[src/rtl/cmd_dispatch.sv]
// cmd_dispatch: host command parser that pops command/payload bytes from the rx FIFO
// and drives a register file, trigger strobes, an aux config word and read-back responses.
module cmd_dispatch #(
    parameter int NUM_REGS = 4,
    parameter int REG_W    = 8,
    parameter int NUM_TRIG = 4,
    parameter int TRIG_LEN = 2,
    parameter int TIMEOUT  = 1000000
) (
    input  logic                      clk,
    input  logic                      rst,
    input  logic                      rx_empty,
    input  logic                      rx_hold,
    input  logic [7:0]                rx_rdata,
    output logic                      rx_rinc,
    output logic [NUM_REGS*REG_W-1:0] regs,
    output logic [NUM_TRIG-1:0]       trig,
    output logic [15:0]               aux_data,
    output logic                      aux_toggle,
    input  logic                      aux_busy,
    output logic [15:0]               resp_data,
    output logic                      resp_valid,
    input  logic                      resp_accept,
    output logic [7:0]                err_count,
    output logic                      busy
);
    localparam int NB   = (REG_W + 7) / 8;
    localparam int SW   = 8 * (NB + 1);
    localparam int TMAX = TIMEOUT > TRIG_LEN ? TIMEOUT : TRIG_LEN;
    localparam int TW   = $clog2(TMAX + 1);

    typedef enum logic [3:0] {
        IDLE, DECODE, PAYLOAD, EXEC_WR, EXEC_RD, RESP, AUX_WAIT, AUX1, AUX2, TRIG
    } state_t;

    state_t state, state_next;
    logic [7:0] cmd;
    logic [SW-1:0] shift;
    logic [1:0] pcnt;
    logic [TW-1:0] tcnt;
    logic err, addr_ok, trig_ok;
    logic [7:0] addr;
    logic [REG_W-1:0] rd_val;

    assign rx_rinc = (state == IDLE || state == PAYLOAD) && !rx_empty && !rx_hold;
    // READ (0x21) carries only the addr byte; WRITE keeps addr above the data bytes
    assign addr    = cmd[0] ? shift[7:0] : shift[8*NB +: 8];
    assign addr_ok = {1'b0, addr} < 9'(NUM_REGS);
    assign trig_ok = cmd[7:4] == 4'h1 && {1'b0, cmd[3:0]} < 5'(NUM_TRIG);

    always_comb begin
        rd_val = '0;
        for (int i = 0; i < NUM_REGS; i++)
            if (addr == 8'(i)) rd_val = regs[i*REG_W +: REG_W];
    end

    always_comb begin
        state_next = state;
        err = 1'b0;
        case (state)
            IDLE:     if (rx_rinc) state_next = DECODE;
            DECODE: begin
                state_next = IDLE;
                if (cmd == 8'h20 || cmd == 8'h21 || cmd == 8'h30) state_next = PAYLOAD;
                else if (trig_ok) state_next = TRIG;
                else if (cmd > 8'h01) err = 1'b1;
            end
            PAYLOAD: begin
                if (rx_rinc && pcnt == 2'd1)
                    state_next = cmd == 8'h20 ? EXEC_WR : cmd == 8'h21 ? EXEC_RD : AUX_WAIT;
                else if (!rx_rinc && tcnt == TW'(TIMEOUT - 1)) begin
                    state_next = IDLE;
                    err = 1'b1;
                end
            end
            EXEC_WR: begin
                state_next = IDLE;
                err = !addr_ok;
            end
            EXEC_RD: begin
                state_next = RESP;
                err = !addr_ok;
            end
            RESP:     if (resp_accept && resp_valid) state_next = IDLE;
            AUX_WAIT: if (!aux_busy) state_next = AUX1;
            AUX1:     state_next = AUX2;
            AUX2:     state_next = IDLE;
            TRIG:     if (tcnt == TW'(TRIG_LEN - 1)) state_next = IDLE;
            default:  state_next = IDLE;
        endcase
    end

    always_ff @(posedge clk) begin
        if (rst) state <= IDLE;
        else state <= state_next;
    end

    // strobes are registered from the next state so they line up with the state itself
    always_ff @(posedge clk) begin
        if (rst) begin
            regs       <= '0;
            trig       <= '0;
            aux_data   <= '0;
            aux_toggle <= 1'b0;
            resp_data  <= '0;
            resp_valid <= 1'b0;
            err_count  <= '0;
            busy       <= 1'b0;
            cmd        <= '0;
            shift      <= '0;
            pcnt       <= '0;
            tcnt       <= '0;
        end else begin
            trig       <= state_next == TRIG ? NUM_TRIG'(1) << cmd[3:0] : '0;
            aux_toggle <= state_next == AUX1 || state_next == AUX2;
            resp_valid <= state_next == RESP;
            busy       <= state_next != IDLE;
            if (err && err_count != 8'hFF) err_count <= err_count + 8'd1;
            if (rx_rinc && state == IDLE) cmd <= rx_rdata;
            if (rx_rinc && state == PAYLOAD) begin
                shift <= {shift[SW-9:0], rx_rdata};
                pcnt  <= pcnt - 2'd1;
            end
            if (state == DECODE || rx_rinc) tcnt <= '0;
            else if (state == PAYLOAD || state == TRIG) tcnt <= tcnt + TW'(1);
            if (state == DECODE) pcnt <= cmd == 8'h20 ? 2'(1 + NB) : cmd == 8'h30 ? 2'd2 : 2'd1;
            if (state == DECODE && cmd == 8'h01) regs <= '0;
            if (state == EXEC_WR)
                for (int i = 0; i < NUM_REGS; i++)
                    if (addr == 8'(i)) regs[i*REG_W +: REG_W] <= shift[REG_W-1:0];
            if (state == EXEC_RD) resp_data <= addr_ok ? 16'(rd_val) : 16'hFFFF;
            if (state == AUX_WAIT && !aux_busy) aux_data <= shift[15:0];
        end
    end
endmodule

[config.mk]
export PLATFORM = sky130hd
export DESIGN_NAME = cmd_dispatch
export DESIGN_NICKNAME = d
export VERILOG_FILES = /design/src/rtl/cmd_dispatch.sv
export SDC_FILE = /design/constraint.sdc
export NUM_CORES = 1
export LEC_CHECK = 0
export ABC_AREA = 1
export BUFFER_PORTS_ARGS = -buffer_cell sky130_fd_sc_hd__buf_2
export CORE_ASPECT_RATIO = 1.1
export CORE_UTILIZATION = 39
export CTS_BUF_LIST = sky130_fd_sc_hd__clkbuf_8
export DETAILED_ROUTE_END_ITERATION = 8
export GPL_ROUTABILITY_DRIVEN = 0
export RECOVER_POWER = 50
export SLEW_MARGIN = 30
export SYNTH_ARGS = -nofsm -noshare
export SYNTH_HDL_FRONTEND = slang
export SYNTH_SLANG_ARGS = --single-unit
[constraint.sdc]
create_clock -name clk -period 2.13 [get_ports clk]
set_input_delay 0.426 -clock clk [delete_from_list [all_inputs] [get_ports clk]]
set_output_delay 0.426 -clock clk [all_outputs]
set_load 0.01 [all_outputs]
==> flow_summary.yaml, run 1 <==
sta:
  drv_slew: 0
  fmax_mhz: 493.8
  rsz0062_at_grt: "false"
  setup_violations: 0
  worst-slew-pin-transition_ps: 581.9
  period_minus_slack_ps: 2025
  relSlewSlack: 0.6121
  fin_tns_setup_ps: 0
  hold_viol: 0
  finalClockSkew_ps: 9.609
  post-route-period-util: 0.9507
clocking:
  clock_latency_ps: 440
  clkSinkCount: 122
  cts_buffers: 17
  clk_pin_slew_ps: 80
  cts_tree: "done"
  h-tree-depth: 4
  cts_root_buf: "clkbuf_8"
  clk_path_buf_depth: 2
synth:
  yosys_warnings: 0
  synth_commonest_cells: "nand2_1 (135), dfxtp_1 (122), nor2_1 (114)"
  syn_area_per_cell_um2: 7.080
  ys_seq_area_frac: 0.4301
  synth_top_area_frac: 0.4301
  synthDistinctLibCells: 38
  yosysMostFrequentCell: "nand2_1"
  synthTopCellsByArea: "dfxtp_1 (43%), nand2_1 (8.9%), a21oi_1 (7.8%)"
  synth_edf_count: 0
  synthFlopType: "dfxtp_1"
  syn_area_mm2: 0.005678
  ys_ff_latch: 122
  synthArstFlopShare: 0
  synth_nets: 820
  synth_area_leader_cell: "dfxtp_1"
  synthCells: 802
setup_path:
  cp_max_fo: 13
  critical-path-slowest-cell: "dfxtp_1"
  crit_path_start_kind: "flop"
  crit_required_ps: 1700
  crit_type: "flop to output pin"
  crit_arrival_ps: 1600
  cp_cell_sequence: "nor2_1 > nand2_1 > nor2_2 > buf_6 > buf_2"
  max_stage_delay_ps: 380
  crit_path_end_kind: "output pin"
detailed_routing:
  drt_iter0_drc: 447
  ant_nets: 0
  num_vias: 5530
  drcViolationCount: 0
  vias_per_cell: 5.032
  dr.pass1.iters: 5
  wire_per_inst_um: 14.08
  drt-total-wl_mm: 15.47
global_routing:
  grt_pass1_wl_mm: 24.50
  grt_pass1_vias: 4832
  grt_max_degree: 78
  antenna_found_initial: 0
  grt.total_usage: 0.2147
  grt_overflow: 0
final_layout:
  antenna_cells: 0
  fillers: 1509
  areaGrowthSynthToFinish_pct: 18.97
  drive_above_1_share: 0.1043
  multi_input_comb_area_mm2: 0.002708
  final-seq-area_mm2: 0.002442
  nNetsFinal: 916
place:
  portBuffers: 93
  post-dp-hpwl_mm: 10.77
floorplan:
  core_mm2: 0.01402
  io_pins: 94
  fp.dieArea_mm2: 0.01505
  die_h_um: 128.6
  die_width_um: 117.0
  rows: 45
  initial_core_util: 0.4050
min_path:
  hold_path_class: "primary input to flop"
outcome:
  status: "finished, final reports clean"
pwr:
  p_per_area_mw_per_mm2: 758.8
  power_mw: 5.126
  max-vdd-ir-drop_mv: 0.2955
  leakagePower_nw: 2.734
job:
  maxCapViolCount: 0
cells by family (layout without fill, tap and decap cells):
group / count (synthesis) / in the layout / synth area share
simple gates: 361 / 361 / 0.2882
compound gates: 182 / 182 / 0.1653
buf+inv: 124 / 233 / 0.09366
flops: 122 / 122 / 0.4301
xor+xnor: 9 / 9 / 0.01388
fa+ha+maj: 4 / 4 / 0.008815
cell type report:
class / instances / share of cell area
multi-input cells: 556 / 0.4008
flip-flops and latches: 122 / 0.3615
repair buffers: 115 / 0.08020
inverters: 86 / 0.04982
clock buffers: 18 / 0.03667
clock inverters: 14 / 0.03612
well taps: 188 / 0.03482
metrics by stage:
stage / instances / hold WS, ps / utilization / instance area (um^2) / worst slack, ps
6_report: 1099 / 243.1 / 0.4818 / 6755 / 105.0
5_1_grt: 1099 / 229.5 / 0.4818 / 6755 / 16.34
4_1_cts: 1099 / 221.3 / 0.4888 / 6853 / 42.65
3_5_place_dp: 1067 / 432.1 / 0.4537 / 6361 / 71.97
3_3_place_gp: 1067 / 429.5 / 0.4537 / 6361 / 143.2
2_1_floorplan: 802 / 441.0 / - / 5678 / 582.4
path summary, 6_finish.rpt:
kind,start,end,slack (ps),cells past startpoint
setup / recovery,state[0],rx_rinc,100,5
hold / removal,rx_rdata[7],cmd[7],240,3
setup reg to reg,cmd[0],regs[29],230,9
hold reg to reg,aux_data[6],aux_data[6],440,2
layer usage:
metal,GRT usage,part of all wire,up-vias
met5,0,0,-
met4,0.09159,0.023,0
met3,0.04286,0.041,29
met2,0.3491,0.48,146
met1,0.2757,0.46,2521
li1,-,-,2834
cell usage in the layout, fill, tap and decap left out, drive strengths merged:
cell type / instances
a211oi: 2
a21oi: 89
a22oi: 1
a31oi: 2
and2: 1
and3: 1
buf: 34
bufinv: 7
clkbuf: 99
clkinv: 6
clkinvlp: 2
dfxtp: 122
ha: 4
inv: 85
nand2: 139
nand3: 58
nand3b: 2
nand4: 29
nor2: 120
nor3: 10
o211ai: 1
o21a: 2
o21ai: 84
o221a: 1
or2: 1
xnor2: 2
xor2: 7
flip-flops by register name, summed over array words and instances, names as in the netlist:
register	flops
tcnt	20
resp_valid	1
cmd	8
shift	16
busy	1
regs	32
trig	4
aux_toggle	1
aux_data	16
err_count	8
pcnt	2
state	4
resp_data	9
critical path: cells and delay by family (launching register included):
family,cells,cell delay (ps)
buffers and inverters,2,340
AND/OR/NAND/NOR,3,430
flip-flops,1,380
where the power goes:
group          internal, mW  switching, mW  total [mW]
Sequential             2.30         0.0164        2.31
Clock                  1.55          0.975        2.52
Combinational        0.0903          0.197       0.287
repair_timing:
action,in CTS,in global routing
gates resized for setup,0,2
endpoints found under the setup margin,0,7
hold buffers,0,0
buffers inserted,0,0
Power figures use the tool's default switching activity.
==> inputs of run 2 (changes only) <==
CTS_BUF_LIST = sky130_fd_sc_hd__clkbuf_16   (was sky130_fd_sc_hd__clkbuf_8)
GPL_TIMING_DRIVEN = 0   (was unset)
==> flow_summary.yaml, run 2 (same netlist as run 1, synthesis figures left out) <==
sta:
  hold_viol: 0
  worst-slew-pin-transition_ps: 612.1
  finalWorstSetupSlack_ps: 156.0
  setup_violations: 0
  rsz0062_at_grt: "false"
  drv_slew: 0
  fmax_mhz: 506.6
  fin_tns_setup_ps: 0
  relSlewSlack: 0.5920
  finalClockSkew_ps: 8.638
  post-route-period-util: 0.9268
  period_minus_slack_ps: 1974
setup_path:
  crit_path_start_kind: "flop"
  crit_family: "simple AND/OR/NAND/NOR gates"
  crit_type: "flop to output pin"
  rrSetupSlack_ps: 190
  max_stage_delay_ps: 340
  crit_required_ps: 1700
  cp_max_fo: 10
  cp_cell_sequence: "nor2_1 > nand2_1 > nor2_4 > buf_4 > buf_2"
  critPathBufInv: 2
  crit_arrival_ps: 1550
  critical-path-slowest-cell: "dfxtp_1"
  crit_path_end_kind: "output pin"
global_routing:
  grt_pass1_vias: 4998
  antenna_found_initial: 0
  grt.total_usage: 0.2192
  grt_max_degree: 17
  grt_overflow: 0
  grt_pass1_wl_mm: 24.90
final_layout:
  reg_top3: "regs x32, tcnt x20"
  final_common_cell: "nand2_1"
  nNetsFinal: 932
  drive_above_1_share: 0.1014
  fillers: 1495
  antenna_cells: 0
  largest_reg_flops: 32
  largest-register: "regs"
  final_cell_mix: "nand2_1 (135), dfxtp_1 (120), nor2_1 (115)"
  areaGrowthSynthToFinish_pct: 21.38
detailed_routing:
  drt-total-wl_mm: 15.83
  ant_nets: 0
  wire_per_inst_um: 14.20
  dr.pass1.iters: 5
  vias_per_cell: 4.941
  drcViolationCount: 0
  drt_iter0_drc: 402
  num_vias: 5509
pwr:
  p_int_mw: 4.305
  seqPwrFrac: 0.421
  power_switching_mw: 1.211
  clkPwrFrac: 0.526
  switching_share: 0.2196
  max-vdd-ir-drop_mv: 0.5840
  p_comb_frac: 0.053
  p_per_area_mw_per_mm2: 800.5
  leakagePower_nw: 2.827
job:
  maxCapViolCount: 0
place:
  portBuffers: 93
  post-dp-hpwl_mm: 11.54
  pre_cts_ws_ps: 118.3
floorplan:
  core_mm2: 0.01402
  initial_core_util: 0.4050
  rows: 45
  die_h_um: 128.6
  io_pins: 94
  fp.dieArea_mm2: 0.01505
  die_width_um: 117.0
outcome:
  status: "finished, final reports clean"
clocking:
  clock_latency_ps: 420
  hold_buffers: 0
  clk_pin_slew_ps: 50
  h-tree-depth: 4
  clk_path_buf_depth: 2
  cts_root_buf: "clkbuf_16"
  cts_buffers: 17
  clkSinkCount: 122
  cts_tree: "done"
  post-cts-setup-buffer-count: 0
min_path:
  hold_path_class: "primary input to flop"
==> run 2: cell count changes in the layout (fill, tap and decap cells not counted), sizes merged <==
cell / previous run / this run
buf: 34 / 31
clkbuf: 99 / 117
bufinv: 7 / 5
inv: 85 / 89
clkinvlp: 2 / 0
clkinv: 6 / 7
==> run 2: final cells by class <==
type	instances	area, um^2	share of cell area
multi-input cells	556	2710	0.3932
flip-flops and latches	122	2445	0.3548
clock buffers	17	425.4	0.06173
repair buffers	93	375.4	0.05447
inverters	86	336.6	0.04884
well taps	188	235.2	0.03413
plain buffers	38	197.7	0.02869
clock inverters	15	166.4	0.02415
==> run 2: power by group through the flow <==
stage | Sequential, mW | Clock (mW) | Combinational, mW
final | 2.32 | 2.90 | 0.293
after global routing | 2.32 | 3.08 | 0.331
after CTS | 2.32 | 2.97 | 0.293
after detailed placement | 2.37 | 0 | 0.289
after global placement | 2.37 | 0 | 0.289
after floorplan | 2.36 | 0 | 0.205
==> run 2: repair_timing <==
item                                    in CTS  in global routing
pin swaps                                    0                  0
endpoints found under the setup margin       1                  7
resized for setup                            3                  4
gates cloned                                 0                  0
==> run 2: worst paths after layout <==
| kind | start | end | depth (start not counted) |
|---|---|---|---|
| worst max-delay path | state[2] | rx_rinc | 5 |
| worst max register to register | tcnt[0] | err_count[4] | 10 |
| worst min-delay path | rx_rdata[6] | cmd[6] | 3 |
| worst min register to register | aux_data[15] | aux_data[15] | 2 |
==> run 2: worst register-to-register path, stage by stage (launching register included) <==
cell and delay (ps):
dfxtp_1 390, ha_1 190, nand2_1 70, nor2_1 260, nand2_1 90, nor2_1 190, nand3_1 170, nand3_4 180
nand2_2 130, nand2_1 90, a21oi_1 60
==> run 2: per-layer routing <==
layer	global-route usage	up-vias	routed length [um]
li1	-	2875	-
met1	0.2748	2438	7246
met2	0.3585	167	7444
met3	0.05134	29	793
met4	0.09382	0	343
met5	0	-	0
==> run 2: per-stage QoR <==
| step | power [mW] | utilization | cell area [um^2] | std cells | hold WS [ps] |
|---|---|---|---|---|---|
| finish | 5.517 | 0.4916 | 6892 | 1115 | 275.4 |
| CTS | 5.578 | 0.4978 | 6979 | 1115 | 258.9 |
| global placement | 2.656 | 0.4550 | 6379 | 1083 | 431.3 |
| floorplan | 2.569 | - | 5678 | 802 | 441.0 |
| global route | 5.734 | 0.4916 | 6892 | 1115 | 296.3 |
| detailed placement | 2.656 | 0.4550 | 6379 | 1083 | 433.3 |
